**src/rtl/mac_acc_pkg.sv**
```systemverilog
// Shared types and size helpers for the nibble-serial MAC accumulator.
package mac_acc_pkg;

    typedef enum logic [2:0] {
        IDLE  = 3'd0,
        RECV  = 3'd1,
        DRAIN = 3'd2,
        SEND  = 3'd3,
        DONE  = 3'd4
    } state_t;

    typedef enum logic {
        MODE_ACC = 1'b0,
        MODE_MAC = 1'b1
    } mode_t;

    // Nibbles per operand.
    function automatic int nib_count(input int bit_width);
        return bit_width / 4;
    endfunction

    // Nibbles per streamed result.
    function automatic int out_nib_count(input int acc_width);
        return acc_width / 4;
    endfunction

endpackage

```
**src/rtl/acc_sat_adder.sv**
```systemverilog
// Guard-bit accumulator adder: extends the running sum, adds one term,
// flags results that do not fit in ACC_WIDTH and optionally clamps them.
module acc_sat_adder
#(
    parameter int ACC_WIDTH = 72,
    parameter int SIGNED    = 0,
    parameter int SATURATE  = 0
)
(
    input  logic [ACC_WIDTH-1:0] acc,
    input  logic [ACC_WIDTH:0]   term,
    output logic [ACC_WIDTH-1:0] sum,
    output logic                 ovf
);

    logic [ACC_WIDTH:0] acc_x;
    logic [ACC_WIDTH:0] sum_x;

    // Extend, add, detect overflow from the guard bit, then wrap or clamp.
    always_comb begin
        acc_x = (SIGNED != 0) ? {acc[ACC_WIDTH-1], acc} : {1'b0, acc};
        sum_x = acc_x + term;
        ovf   = (SIGNED != 0) ? (sum_x[ACC_WIDTH] != sum_x[ACC_WIDTH-1]) : sum_x[ACC_WIDTH];
        sum   = sum_x[ACC_WIDTH-1:0];
        if (ovf && (SATURATE != 0)) begin
            if (SIGNED == 0)
                sum = '1;
            else if (sum_x[ACC_WIDTH])
                sum = {1'b1, {(ACC_WIDTH-1){1'b0}}};
            else
                sum = {1'b0, {(ACC_WIDTH-1){1'b1}}};
        end
    end

endmodule

```
**src/rtl/serial_mac_accumulator.sv**
```systemverilog
// Nibble-serial accumulate / multiply-accumulate engine. Operands arrive
// LSB nibble first; each completed term is registered and added one cycle
// later, and the final sum is streamed back LSB nibble first.
module serial_mac_accumulator
    import mac_acc_pkg::*;
#(
    parameter int BIT_WIDTH = 32,
    parameter int ACC_WIDTH = 2*BIT_WIDTH+8,
    parameter int SIGNED    = 0,
    parameter int SATURATE  = 0
)
(
    input  logic       clk,
    input  logic       rst,
    input  logic       start,
    input  logic       mode,
    input  logic [3:0] data_in,
    output logic [3:0] data_out,
    output logic       data_out_valid,
    output logic       result_complete,
    output logic       overflow,
    output logic       ready
);

    localparam int NIB  = nib_count(BIT_WIDTH);
    localparam int ONIB = out_nib_count(ACC_WIDTH);
    localparam int MAXC = (2*NIB > ONIB) ? 2*NIB : ONIB;
    localparam int CW   = (MAXC > 2) ? $clog2(MAXC) : 1;
    localparam int XW   = (ACC_WIDTH+1 > 2*BIT_WIDTH+2) ? ACC_WIDTH+1 : 2*BIT_WIDTH+2;

    state_t                       state, state_nxt;
    mode_t                        mode_q, eff_mode;
    logic [CW-1:0]                cnt, cnt_nxt, last_idx;
    logic [BIT_WIDTH-1:0]         a_sr, b_sr, nib_a, nib_b, op_a;
    logic [ACC_WIDTH-1:0]         acc, sum;
    logic [ACC_WIDTH:0]           term_q;
    logic                         term_vld, ovf_q, ready_q, add_ovf;
    logic                         idle_like, begin_s, nib_en, last_nib, to_b;
    logic signed [BIT_WIDTH:0]    a_x, b_x;
    logic signed [2*BIT_WIDTH+1:0] prod;
    logic signed [XW-1:0]         term_x;

    // Nibble steering and term formation; the session's mode comes straight
    // from the port on the start cycle, from the latched copy afterwards.
    always_comb begin
        idle_like = (state == IDLE) || (state == DONE);
        begin_s   = idle_like && start;
        nib_en    = begin_s || (state == RECV);
        eff_mode  = idle_like ? mode_t'(mode) : mode_q;
        last_idx  = (eff_mode == MODE_MAC) ? CW'(2*NIB-1) : CW'(NIB-1);
        last_nib  = (cnt == last_idx);
        to_b      = (eff_mode == MODE_MAC) && (cnt >= CW'(NIB));
        nib_a     = BIT_WIDTH'({data_in, a_sr} >> 4);
        nib_b     = BIT_WIDTH'({data_in, b_sr} >> 4);
        op_a      = (eff_mode == MODE_MAC) ? a_sr : nib_a;
        a_x       = (SIGNED != 0) ? {op_a[BIT_WIDTH-1], op_a} : {1'b0, op_a};
        b_x       = (SIGNED != 0) ? {nib_b[BIT_WIDTH-1], nib_b} : {1'b0, nib_b};
        prod      = a_x * b_x;
        term_x    = (eff_mode == MODE_MAC) ? XW'(prod) : XW'(a_x);
    end

    acc_sat_adder #(
        .ACC_WIDTH (ACC_WIDTH),
        .SIGNED    (SIGNED),
        .SATURATE  (SATURATE)
    ) u_adder (
        .acc  (acc),
        .term (term_q),
        .sum  (sum),
        .ovf  (add_ovf)
    );

    // Next-state and shared nibble counter (term position in RECV, result
    // nibble index in SEND; it always returns to zero between phases).
    always_comb begin
        state_nxt = state;
        cnt_nxt   = cnt;
        case (state)
            IDLE, DONE: begin
                if (start) begin
                    state_nxt = RECV;
                    cnt_nxt   = last_nib ? '0 : CW'(1);
                end else begin
                    state_nxt = IDLE;
                end
            end
            RECV: begin
                cnt_nxt = last_nib ? '0 : cnt + 1'b1;
                if (last_nib && start)
                    state_nxt = DRAIN;
            end
            DRAIN: state_nxt = SEND;
            SEND: begin
                if (cnt == CW'(ONIB-1)) begin
                    state_nxt = DONE;
                    cnt_nxt   = '0;
                end else begin
                    cnt_nxt = cnt + 1'b1;
                end
            end
            default: begin
                state_nxt = IDLE;
                cnt_nxt   = '0;
            end
        endcase
    end

    // State, operand shift registers, term pipeline register and accumulator.
    always_ff @(posedge clk) begin
        if (rst) begin
            state    <= IDLE;
            mode_q   <= MODE_ACC;
            cnt      <= '0;
            a_sr     <= '0;
            b_sr     <= '0;
            acc      <= '0;
            term_q   <= '0;
            term_vld <= 1'b0;
            ovf_q    <= 1'b0;
            ready_q  <= 1'b0;
        end else begin
            state    <= state_nxt;
            cnt      <= cnt_nxt;
            ready_q  <= (state_nxt == IDLE) || (state_nxt == DONE);
            term_vld <= nib_en && last_nib;
            if (nib_en && last_nib)
                term_q <= (ACC_WIDTH+1)'(term_x);
            if (nib_en) begin
                if (to_b) b_sr <= nib_b;
                else      a_sr <= nib_a;
            end
            if (begin_s) begin
                mode_q <= eff_mode;
                acc    <= '0;
                ovf_q  <= 1'b0;
            end else if (term_vld) begin
                acc <= sum;
                if (add_ovf) ovf_q <= 1'b1;
            end
        end
    end

    // Result stream is a direct view of the settled accumulator.
    always_comb begin
        data_out_valid  = (state == SEND);
        result_complete = (state == DONE);
        data_out        = data_out_valid ? 4'(acc >> {cnt, 2'b00}) : 4'h0;
        overflow        = ovf_q;
        ready           = ready_q;
    end

endmodule

```
**config.mk**
```make
export PLATFORM = sky130hd
export DESIGN_NAME = serial_mac_accumulator
export DESIGN_NICKNAME = d
export VERILOG_FILES = /design/src/rtl/mac_acc_pkg.sv /design/src/rtl/acc_sat_adder.sv /design/src/rtl/serial_mac_accumulator.sv
export SDC_FILE = /design/constraint.sdc
export NUM_CORES = 2
export LEC_CHECK = 0
export CORE_UTILIZATION = 31
export CTS_BUF_LIST = sky130_fd_sc_hd__clkbuf_8
export CTS_CLUSTER_DIAMETER = 120
export CTS_CLUSTER_SIZE = 10
export DETAILED_ROUTE_END_ITERATION = 16
export DONT_BUFFER_PORTS = 1
export PLACE_DENSITY = 0.5
export SLEW_MARGIN = 20
export SYNTH_ARGS = -nofsm -noshare
export SYNTH_HDL_FRONTEND = slang
export SYNTH_SLANG_ARGS = --single-unit
```
**constraint.sdc**
```tcl
create_clock -name clk -period 9.54 [get_ports clk]
set_input_delay 0.954 -clock clk [delete_from_list [all_inputs] [get_ports clk]]
set_output_delay 0.954 -clock clk [all_outputs]
set_load 0.01 [all_outputs]
```
Yosys cells after proc, flatten, opt, wreduce, memory -nomap -nowiden
Index checks and enable logic that the tools add are counted.
Storage, ports and cells
  register bits after elaboration: 221
  output and inout port bits: 8
  word-level logic and storage cells: 54
Operators by class
  add/subtract/negate cells: 2
  multiply operators: 1
  $lt $le $gt $ge: 1
  equal/unequal tests: 8
  shift-type cells: 1
  muxes and demuxes: 14
  bitwise operators: 2
  reductions and logical operators: 15
Operators with widths (count)
  $add A72 B73 Y73: 1
  $shr A72 B7 Y4: 1
  $mul A32 B32 Y64: 1
  $mux W64: 1
  $mux W32: 1
  $pmux W5 S4: 1
  $mux W5: 3
  $pmux W3 S4: 1
  $mux W4: 2
  $reduce_and A2 Y1: 4
  $eq A3 B2 Y1 const B: 2
  $eq A3 B3 Y1 const B: 2
  $logic_not A3 Y1: 2
  $mux W3: 2
  $add A5 B1 Y5 const B: 1
  $eq A5 B4 Y1: 1
  $eq A5 B5 Y1 const B: 1
  $ge A5 B4 Y1 const B: 1
  $logic_and A1 B1 Y1: 4
  $reduce_or A2 Y1: 2
  $eq A3 B1 Y1 const B: 1
  $logic_or A1 B1 Y1: 3
  $mux W1: 3
  $ne A2 B2 Y1 const B: 1
  $not A1 Y1: 2

Longest topological paths before layout
  word-level depth: 10
  depth in mapped cells: 35

Modules after synthesis
From an unflattened synthesis, not the netlist that was laid out.
Unflattened totals
  cell total of the unflattened synthesis: 5340
  area total of the unflattened synthesis: 46270.6 µm²
Modules (own cells, without submodules)
  serial_mac_accumulator: instances 1, cells each 4659, area each 41660.0 µm², sequential area each 4164.0 µm²
  acc_sat_adder: instances 1, cells each 681, area each 4610.7 µm², sequential area each 0.0 µm²

Worst setup path before layout
No wires, ideal clock.
  kind: input to register
  start point: input port mode
  end point: register term_q[63]
  data arrival time: 8609 ps
  data required time: 9418 ps
  setup slack: 809 ps
  stages: 29
  cell sequence: mux2i_1 > clkbuf_1 > clkbuf_1 > nand2_1 > nand2_1 > clkbuf_1 > and2_1 > fa_1 > fa_1 > fa_1 > inv_1 > fa_1 > inv_1 > fa_1 > inv_1 > fa_1 > inv_1 > fa_1 > fa_1 > ha_1 > clkbuf_1 > a21oi_1 > o21ai_0 > o311a_1 > nor3_2 > o21ai_2 > a221o_1 > a211o_1 > a311o_1
On the way
  cells in the longest elaborated chain, start to end: 4
Ends and longest elaborated chain
  start: declaration: line serial_mac_accumulator.sv:16  | input logic mode,
  $mux W1 *: line serial_mac_accumulator.sv:49  | eff_mode = idle_like ? mode_t'(mode) : mode_q;
  $mux W32 or $mux W4 (tied branches): line serial_mac_accumulator.sv:55, serial_mac_accumulator.sv:50
  $mul A32 B32 Y64 or $eq A5 B4 Y1 (tied branches): line serial_mac_accumulator.sv:58, serial_mac_accumulator.sv:51
  $mux W64 or $logic_and A1 B1 Y1 (tied branches): line serial_mac_accumulator.sv:59, serial_mac_accumulator.sv:126
  end signal: assignment: line serial_mac_accumulator.sv:127  | term_q <= (ACC_WIDTH+1)'(term_x);
  end: declaration: line serial_mac_accumulator.sv:36  | logic [ACC_WIDTH:0] term_q;
Every way passes the cells marked *; elsewhere a longest branch is shown, timed or not.
A chain may end at the register's enable or synchronous reset.

Final worst setup path
  start point: register state[0]
  end point: register term_q[63]
On the way
  cells in the longest elaborated chain, start to end: 6
Ends and longest elaborated chain
  start: declaration: line serial_mac_accumulator.sv:31  | state_t state, state_nxt;
  start signal: assignment: line serial_mac_accumulator.sv:122  | state <= state_nxt;
  $eq A3 B3 Y1 or $logic_not A3 Y1 (tied branches): line serial_mac_accumulator.sv:46  | idle_like = (state == IDLE) || (state == DONE);
  $logic_or A1 B1 Y1: line serial_mac_accumulator.sv:46
  $mux W1: line serial_mac_accumulator.sv:49
  $mux W32 or $mux W4 (tied branches): line serial_mac_accumulator.sv:55, serial_mac_accumulator.sv:50
  $mul A32 B32 Y64 or $eq A5 B4 Y1 (tied branches): line serial_mac_accumulator.sv:58, serial_mac_accumulator.sv:51
  $mux W64 or $logic_and A1 B1 Y1 (tied branches): line serial_mac_accumulator.sv:59, serial_mac_accumulator.sv:126
Several ways; a longest one is shown, not always the timed one.

==> impl_metrics.ini <==
[status]
status = complete, no violations

[clock_tree]
cts_tree = built
postCtsHoldBufs = 0
clk_pin_slew_ns = 0.09
clock_sinks = 208
root_buffer = clkbuf_8
h-tree-depth = 1
worstSkewPairLatency_ns = 0.61
ctsLongestPathBuffers = 3
cts_made_buffers = 24

[critical_path]
cp_max_fo = 18
critical_path_class = flop to flop
crit_slowest_cell = fa_1
reg2reg_to = term_q[63]
critPathMaxStageDelay_ns = 0.56
start_kind = flop
crit_buf_inv = 9
path_delay_family = adder cells
critical_path_required_ns = 10.00
rrSetupSlack_ns = 0.54
timing.rr.start = state[0]
endpoint_kind = flop
reg2reg_depth = 33
cp_common_cell = fa_1
arrival_ns = 9.46

[placement]
hpwl_um = 106000
routabilityCongestion = 0.891
place_ws_ns = 0.0426
port_buffers = 0

[run]
cap_violations = 0

[grt]
overflow = 0
grt_max_degree = 110
grt_use_total_pct = 18.2
grt_first_pass_wirelength_um = 211000
first_global_vias = 36600
antenna_found_initial = 7

[min_path]
hold_depth = 1
hp-class = input port to flop
min_delay_worst_endpoint = mode_q
min_from = rst

[pwr]
p_int_mw = 1.21
swShare_pct = 31.6
combPwrFrac_pct = 18.1
p_clk_share_pct = 32.5
p_per_area_nw_per_um2 = 36.8
ir_drop_mv = 0.0742
p_leak_nw = 23.0
p_sw_mw = 0.561
p_seq_share_pct = 49.4

[floorplan]
start_util_pct = 31.4
num_io_pins = 16
die_w_um = 384
fp-row-count = 139
die_y_um = 384
core_region_area_sq_um = 144000
die_area_sq_um = 148000

[sta]
slew_viol_final = 0
rsz0062_at_grt = no
finalSetupViolCount = 0
worst_pin_slew_ns = 1.08
relSlewSlack_pct = 27.4
worst_slack_ns = 0.539
period_share_pct = 94.4
skew_ns = 0.0464
layout_min_cycle_time_ns = 9.00
finalSetupTns_ns = 0
clock.fmax_mhz = 111
hold_viol = 0

[route]
first_iter_violations = 1935
wl_um = 131000
drtPass1Iterations = 6
dr_total_vias = 34400
wl_per_cell_um = 18.8
via_per_inst = 4.93
antenna_left = 0
drc = 0

[synth]
syn_area_sq_um = 45300
synth.distinct_cells = 69
ys_seq_elements = 208
syn_nets = 6451
synthesis.instances = 5216
synth_area_leaders = fa_1, dfxtp_1, ha_1, and2_1, inv_1
synth_top_area_cell = fa_1
synthFlopType = dfxtp_1
yosys_warnings = 0
avgSynthCellArea_sq_um = 8.68
synth-edff-count = 0
synthArstFlopShare_pct = 0
seq_area_frac_synth_pct = 9.20
yosysTopAreaCellShare_pct = 39.7
synth_most_common_cell = fa_1
netlist_top_cells_count = fa_1, inv_1, nand2_1

[cells_and_area]
area_delta_synth_final_pct = 6.40
fin_nets = 6296
multi_input_area_sq_um = 36600
fin_util_pct = 33.4
regArea_sq_um = 4180
layout-drive-gt1-share_pct = 4.41
fillers = 15100
-- final cells by class --
| cell class | count | area share [%] |
|---|---|---|
| multi-input cells | 3808 | 76.1 |
| flip-flops and latches | 208 | 8.67 |
| inverters | 882 | 6.87 |
| well taps | 1903 | 4.94 |
| repair buffers | 137 | 2.71 |
| clock buffers | 25 | 0.714 |
| diodes | 5 | 0.0260 |
| clock inverters | 1 | 0.0182 |
-- metal layers --
layer	GRT usage, %	share of wire [%]
met5	0	0.013
met4	5.04	3.0
met3	1.90	4.3
met2	31.5	49
met1	23.9	43
-- kinds of logic after synthesis --
family / share of synthesized area (%)
buffers and inverters: 9.96
muxes: 2.17
AOI/OAI and AO/OA: 8.79
xor gates and xnor gates: 2.26
adders and majority gates: 48.8
and+or+nand+nor: 18.8
DFF: 9.20
-- placed cells by master (no fill, tap or decap), types with 22 or more instances in the layout --
master	n
ha_1	330
a211oi_1	34
fa_1	897
nor2_1	164
nor3_1	42
nand2_1	771
nand3_1	45
nand4_1	41
a21o_1	74
buf_12	22
dfxtp_1	199
buf_4	115
clkbuf_8	25
inv_1	882
a21oi_1	236
o21ai_0	142
and2_1	606
xnor2_1	69
mux2i_1	51
xor2_1	48
-- power by group through the flow --
| stage | clock (mW) | combinational [mW] | sequential, mW |
|---|---|---|---|
| finish | 0.576 | 0.322 | 0.876 |
| global route | 0.632 | 0.360 | 0.877 |
| CTS | 0.604 | 0.323 | 0.876 |
| detailed placement | 0 | 0.321 | 0.896 |
| global placement | 0 | 0.319 | 0.896 |
| floorplan | 0 | 0.214 | 0.895 |
-- state kept, by name, indices dropped and copies added (netlist names) --
signal and flops:
acc 72, term_q 64, a_sr 32, b_sr 28
cnt 5, state 3, mode_q 1, overflow 1
ready 1, term_vld 1
-- through the flow --
stage	area, sq um	cells	power [mW]	hold slack (ns)
after detailed placement	47800	6936	1.22	0.447
after floorplan	45300	5216	1.11	0.429
after global placement	47800	6936	1.22	0.442
after global routing	48200	6965	1.87	0.373
after CTS	48100	6962	1.80	0.375
final	48200	6969	1.77	0.404
-- how the worst max path moves through the flow --
| stage | slack, ns | depth (start not counted) | start | endpoint |
|---|---|---|---|---|
| floorplan | 0.81 | 29 | mode | term_q[63] |
| global placement | 0.1 | 27 | mode | term_q[63] |
| detailed placement | 0.04 | 26 | mode | term_q[63] |
| CTS | 0.26 | 28 | state[0] | term_q[63] |
| global route | 0.05 | 33 | state[0] | term_q[63] |
| finish | 0.54 | 33 | state[0] | term_q[63] |
-- timing repair --
| item | CTS | global route |
|---|---|---|
| endpoints found under the setup margin | 0 | 4 |
| resized for setup | 0 | 4 |
| buffers inserted | 0 | 2 |
Note: power is estimated with default switching activity, not from simulation.
